--- src/rtl/uart_rx.sv ---
// 8N1 UART receiver.
// The line is brought into the clk domain through a two-flop synchronizer.
// A five-state FSM then finds the falling edge of the start bit and samples
// each bit once, at its centre. Every output is registered.
module uart_rx #(
  parameter int CLK_FREQ = 50_000_000,
  parameter int BAUD     = 115_200
) (
  input  logic       clk,
  input  logic       rst,
  input  logic       serial_in,
  output logic [7:0] parallel_out,
  output logic       data_valid,
  output logic       framing_error
);

  localparam int CLKS_PER_BIT = CLK_FREQ / BAUD;
  localparam int HALF_BIT     = CLKS_PER_BIT / 2;
  localparam int CNT_W        = (CLKS_PER_BIT > 1) ? $clog2(CLKS_PER_BIT) : 1;

  localparam logic [CNT_W-1:0] CNT_HALF_LAST = CNT_W'(HALF_BIT - 1);
  localparam logic [CNT_W-1:0] CNT_BIT_LAST  = CNT_W'(CLKS_PER_BIT - 1);

  typedef enum logic [2:0] {
    IDLE,
    START,
    DATA,
    STOP,
    WAIT_HIGH
  } state_t;

  logic [1:0]       sync_q;
  logic             rx_s;

  state_t           state, state_nxt;
  logic [CNT_W-1:0] cnt, cnt_nxt;
  logic [2:0]       idx, idx_nxt;
  logic [7:0]       shift, shift_nxt;
  logic [7:0]       po_nxt;
  logic             dv_nxt, fe_nxt;

  assign rx_s = sync_q[1];

  // Two-flop synchronizer. It resets to the idle-high line level so that
  // leaving reset cannot look like a start edge.
  always_ff @(posedge clk) begin
    // NOTE: sequential state uses non-blocking assignments only. Every flop
    // then samples its pre-edge value, whatever order the simulator runs the
    // blocks in.
    if (rst) sync_q <= 2'b11;
    else     sync_q <= {sync_q[0], serial_in};
  end

  // State, counters, shift register and output registers.
  always_ff @(posedge clk) begin
    // NOTE: the shift register is a small flop vector, not a RAM, so it is
    // cleared along with the rest of the state.
    if (rst) begin
      state         <= IDLE;
      cnt           <= '0;
      idx           <= '0;
      shift         <= '0;
      parallel_out  <= '0;
      data_valid    <= 1'b0;
      framing_error <= 1'b0;
    end else begin
      state         <= state_nxt;
      cnt           <= cnt_nxt;
      idx           <= idx_nxt;
      shift         <= shift_nxt;
      parallel_out  <= po_nxt;
      data_valid    <= dv_nxt;
      framing_error <= fe_nxt;
    end
  end

  // Next-state logic and bit sampling. Sampling happens only when the bit
  // counter reaches its terminal count, so any activity between bit centres
  // is ignored.
  always_comb begin
    // NOTE: every signal gets a default here first. That way no path through
    // the case statement can leave one unassigned and infer a latch.
    state_nxt = state;
    cnt_nxt   = cnt;
    idx_nxt   = idx;
    shift_nxt = shift;
    po_nxt    = parallel_out;
    dv_nxt    = 1'b0;
    fe_nxt    = 1'b0;

    unique case (state)
      IDLE: begin
        cnt_nxt = '0;
        if (!rx_s) state_nxt = START;
      end

      START: begin
        if (cnt == CNT_HALF_LAST) begin
          cnt_nxt = '0;
          idx_nxt = '0;
          // The line is back high at the centre of the start bit, so the
          // low level was a glitch.
          state_nxt = rx_s ? IDLE : DATA;
        end else begin
          cnt_nxt = cnt + CNT_W'(1);
        end
      end

      DATA: begin
        if (cnt == CNT_BIT_LAST) begin
          cnt_nxt        = '0;
          shift_nxt[idx] = rx_s;
          if (idx == 3'd7) state_nxt = STOP;
          else             idx_nxt   = idx + 3'd1;
        end else begin
          cnt_nxt = cnt + CNT_W'(1);
        end
      end

      STOP: begin
        if (cnt == CNT_BIT_LAST) begin
          cnt_nxt = '0;
          if (rx_s) begin
            po_nxt    = shift;
            dv_nxt    = 1'b1;
            // Return to IDLE at the stop-bit centre. A start bit that follows
            // the stop bit directly is then still caught.
            state_nxt = IDLE;
          end else begin
            fe_nxt    = 1'b1;
            state_nxt = WAIT_HIGH;
          end
        end else begin
          cnt_nxt = cnt + CNT_W'(1);
        end
      end

      WAIT_HIGH: begin
        cnt_nxt = '0;
        // A broken frame may leave the line low. Wait for it to go high
        // before watching for the next start edge.
        if (rx_s) state_nxt = IDLE;
      end

      default: state_nxt = IDLE;
    endcase
  end

endmodule

--- config.mk ---
export PLATFORM = sky130hd
export DESIGN_NAME = uart_rx
export DESIGN_NICKNAME = d
export VERILOG_FILES = /design/src/rtl/uart_rx.sv
export SDC_FILE = /design/constraint.sdc
export NUM_CORES = 1
export LEC_CHECK = 0
export ABC_AREA = 1
export BUFFER_PORTS_ARGS = -buffer_cell sky130_fd_sc_hd__buf_4
export CAP_MARGIN = 20
export CORE_MARGIN = 2
export CORE_UTILIZATION = 40
export DETAILED_ROUTE_END_ITERATION = 8
export GPL_ROUTABILITY_DRIVEN = 0
export SETUP_SLACK_MARGIN = 0.1
export SLEW_MARGIN = 20
export SYNTH_ARGS = -nofsm -noshare
export SYNTH_HDL_FRONTEND = slang
export SYNTH_SLANG_ARGS = --single-unit
--- constraint.sdc ---
create_clock -name clk -period 2.1 [get_ports clk]
set_input_delay 0.105 -clock clk [delete_from_list [all_inputs] [get_ports clk]]
set_output_delay 0.105 -clock clk [all_outputs]
set_load 0.005 [all_outputs]
* Yosys cells after proc, flatten, opt, wreduce, memory -nomap -nowiden
Index checks and enable logic that the tools add are counted.
** Operators by class
- Add/subtract/negate cells :: 2
- Magnitude comparators :: 2
- Equality and inequality tests :: 14
- Mux-type cells :: 21
- Bitwise logic cells :: 2
- Reductions and logical operators :: 11
** Operators with widths (number)
- 3-bit two-way mux :: 10
- 9-bit case mux with 3 select lines :: 1
- 9-bit two-way mux :: 2
- 3-bit case mux with 5 select lines :: 1
- 2-bit != test (second input constant) :: 7
- 9-bit by 1-bit adder with 9-bit output (second input constant) :: 1
- 9-bit by 8-bit == test with 1-bit output (second input constant) :: 1
- 9-bit == test (second input constant) :: 1
- 8-bit bitwise mux :: 1
- 3-bit by 2-bit == test with 1-bit output (second input constant) :: 2
- 3-bit == test (second input constant) :: 2
- 3-bit case mux with 2 select lines :: 1
- 6-bit AND reduction :: 1
- 3-bit by 4-bit less-than comparator with 1-bit output (second input constant) :: 1
- 4-bit AND reduction :: 1
- 2-bit OR reduction :: 2
- 3-bit by 1-bit adder with 3-bit output (second input constant) :: 1
- 1-bit demux with 3-bit select :: 1
- 3-bit by 1-bit == test with 1-bit output (second input constant) :: 1
- 3-bit by 1-bit greater-or-equal comparator with 1-bit output (second input constant) :: 1
- 3-bit zero test :: 1
- 1-bit two-way mux :: 3
- 3-bit AND reduction :: 1
- 3-bit nonzero test :: 1
- 6 further kinds :: 7
** Storage, ports and cells
- Flip-flop bits (word level) :: 35

* Depth between registers and ports, before layout
- Word-level depth :: 5
- Gate-level depth with buffers :: 11
- Depth with buffers taken out :: 11

* Worst setup path after synthesis
OpenSTA, ideal clock, no wires.
- Kind :: reg-to-reg
- Start :: register cnt[1]
- End :: register cnt[7]
- Library setup time :: 0.124 ns
- Arrival :: 1.278 ns
- Data required time :: 1.976 ns
- Path slack :: 0.698 ns
- Stages on the path, launching flop included :: 10
- Buffers on the path :: 0
- Cells stage by stage :: dfxtp_1 inv_1 ha_1 nand2_1 nor2_1 nand2_2 nand2_1 nand2_1 o21ai_2 nor2_1
** On the way
- Cells in the longest elaborated chain, start to end :: 3
- Elaborated cells between the ends (all ways) :: 6
** RTL lines
- from (decl) :: RTL line 36 : logic [CNT_W-1:0] cnt, cnt_nxt;
- from (signal assigned) :: RTL line 68 : cnt <= cnt_nxt;
- 9-bit by 1-bit adder with 9-bit output, or another cell as far along :: RTL line 105, 116, 134
- 9-bit two-way mux, on equally long branches :: RTL line 110, 121, 98
- 9-bit case mux with 3 select lines * :: RTL line 91 : unique case (state)
Mark *: on every way between the ends. The rest lies on a longest branch, timed or not.
A chain may end at the register's enable or synchronous reset.

* Final worst setup path
- Start :: register cnt[1]
- End :: register cnt[8]
The elaborated chain is that of the path after synthesis.

==> flow_summary_export.csv <==
group,metric,value,unit
outcome,status,"completed",
worst_hold_path,hold_class,"in2reg",
global_routing,grt_pass1_wl,5540,um
floorplanning,initial_core_util,41.9,%
power_and_ir_drop,p_leak,0.843,nW
drt,routedWlPerCell,10.2,um
final_layout,final_cells,308,
setup_path,cp_common_cell,"nand2_1",
timing,rsz0062_at_grt,"false",
synth,yosys.area.top_type,"dfxtp_1",
synth,ys_seq_area_share,41.2,%
clocking,clock_latency,280,ps
place,dp_hpwl,2290,um
floorplanning,die-area,4790,um2
timing,tns,0,ps
setup_path,arrival,1770,ps
timing,drv_slew,0,
timing,skew,4.41,ps
floorplanning,rows,23,
synth,syn_inst,243,
setup_path,reg2reg_slack,490,ps
synth,post_synth_instance_area,1700,um2
timing,fin_crit,1610,ps
timing,tightest_slew,626,ps
timing,finalWorstSetupSlack,492,ps
final_layout,final_net_count,266,
drt,drcViolationCount,0,
clocking,cts_max_level,2,
floorplanning,dieHeight,69.2,um
clocking,clk_path_buf_depth,2,
setup_path,start_kind,"register",
floorplanning,coreArea,4060,um2
setup_path,r2r-start,"cnt[1]",
worst_hold_path,min_to,"idx[2]",
global_routing,grt_usage,14.4,%
place,place_ws,494,ps
drt,drtIter0Drc,62,
clocking,ctsResizeCount,0,
synth,ys_types,24,
setup_path,cp_slowest_cell,"dfxtp_1",
drt,viasPerCell,4.59,
floorplanning,pin_count,13,
timing,max-slew-margin-rel,58.2,%
synth,yosys_warnings,0,
floorplanning,die_w,69.2,um
setup_path,critPathMaxFanout,9,
final_layout,drive_gt1_share,14.3,%
setup_path,slowest_delay,330,ps
synth,ys_seq_elements,35,
clocking,cts_made_buffers,5,
global_routing,grt_max_degree,22,
synth,synth.top_cell.area_share,41.2,%
drt,vias,1414,
setup_path,regToRegEndpoint,"cnt[8]",
synth,synthesis.nets,251,
final_layout,num_antenna_cells,0,
clocking,cts_tree,"built",
clocking,cts.sinks,35,
setup_path,required,2270,ps
power_and_ir_drop,vdd_drop_max,0.507,mV
drt,firstDrtPassIters,4,
setup_path,worst-setup-path-type,"reg2reg",
global_routing,antenna_found_initial,0,
setup_path,endpoint_kind,"register",
clocking,clk_pin_slew,70,ps
timing,fin_crit_sh,76.6,%
clocking,root_buffer,"clkbuf_8",
timing,setup_viol,0,
global_routing,grt-ovfl-total,0,
place,port_buffers,12,
place,numPlacedInstances,300,
timing,max_freq,0.622,GHz
setup_path,crit_path_cell_trace,"inv_1 > ha_1 > nand2_1 > nor2_1 > nand2_2 > nand2_1 > nand2_1 > o21ai_2 > nor2_1",
clocking,cts_setup_buffers,0,
worst_hold_path,hold_path_depth,2,
synth,ys_top_cells_by_area,"dfxtp_1 41%, nand2_1 13%, nor2_1 9.7%, inv_1 6.4%, a21oi_1 5.0%",
power_and_ir_drop,powerDensity,953,nW/um2
final_layout,area_growth,13.1,%
global_routing,grt_pass1_vias,1295,
synth,avgSynthCellArea,6.99,um2
drt,postRouteAntennaNets,0,
run,max_cap_viol_count,0,
worst_hold_path,hold_start,"rst",
setup_path,r2r_cells,9,
drt,totalWireLength,3140,um
timing,hold_viol,0,
clocking,cts_hold_buf,1,
final_layout,fillers,425,
## cell families after synthesis
kind of cell	share of synthesized area [%]
simple gates	34.9
buf+inv	8.91
flops	41.2
compound gates	8.17
xor+xnor	3.09
fa+ha+maj	3.68
## per-layer routing
metal | vias to the layer above | wire length (um) | part of all wire (%) | global-route usage [%]
li1 | 777 | - | - | -
met1 | 619 | 1610 | 51 | 17.8
met3 | 6 | 93 | 3.0 | 4.36
met2 | 12 | 1370 | 44 | 22.9
met5 | - | 0 | 0 | 0
met4 | 0 | 68 | 2.2 | 6.54
## cell usage in the layout (no fill, tap or decap), types with 3 or more instances in the layout
cell / count
nand2_1: 58
nor2_1: 44
nor2_4: 3
inv_1: 29
xor2_1: 6
a21oi_1: 17
buf_4: 12
nor3_1: 3
ha_1: 5
dfxtp_1: 35
inv_2: 4
clkbuf_8: 6
nand3_1: 13
nand2_2: 3
o21ai_0: 7
## cell type report
cell class              count  area [um2]  area share [%]
inverters                  33         124            6.45
flip-flops and latches     35         701            36.5
repair buffers             13         100            5.21
well taps                  50        62.6            3.26
clock inverters             1        5.00           0.260
clock buffers               6        82.6            4.30
multi-input cells         170         847            44.1
## power by group
group	internal, mW	switching, mW	total, mW
Combinational	0.187	0.387	0.574
Sequential	0.712	0.0620	0.774
Clock	0.257	0.226	0.483
## registers in the layout, indices dropped and copies added, names as in the netlist
register	cells
cnt	9
idx	3
shift	8
data_valid	1
state	3
sync_q	2
parallel_out	8
framing_error	1
## metrics by stage
stage               hold slack (ps)  util (%)  power, mW  instance area (um2)
floorplan                       209         -       1.25                 1700
global placement                295      45.0       1.37                 1820
detailed placement              299      45.0       1.36                 1820
CTS                            57.3      47.4       1.86                 1920
global route                   58.9      47.4       1.96                 1920
finish                         62.3      47.4       1.83                 1920
## worst max-delay path, delay by kind of cell, from the launching register on
family	cells	cell delay, ps
simple gates	6	620
flops	1	330
compound gates	1	310
fa+ha+maj	1	140
buf+inv	1	90
## Yosys cell counts, drive strengths merged
cell type and n:
nand2 61, or2 3, buf 3, inv 33, xor2 6, nor3 7
ha 5, clkbuf 2, dfxtp 35, o21ai 10, nor2 48, a21oi 17
nand3 13
## worst max-delay path by stage
stage               startpoint               to
floorplan               cnt[1]           cnt[7]
detailed placement      cnt[1]           cnt[8]
global placement        cnt[1]           cnt[7]
CTS                     cnt[1]           cnt[8]
global route            cnt[1]  parallel_out[6]
finish                  cnt[1]           cnt[8]
(Power assumes the default switching activity.)
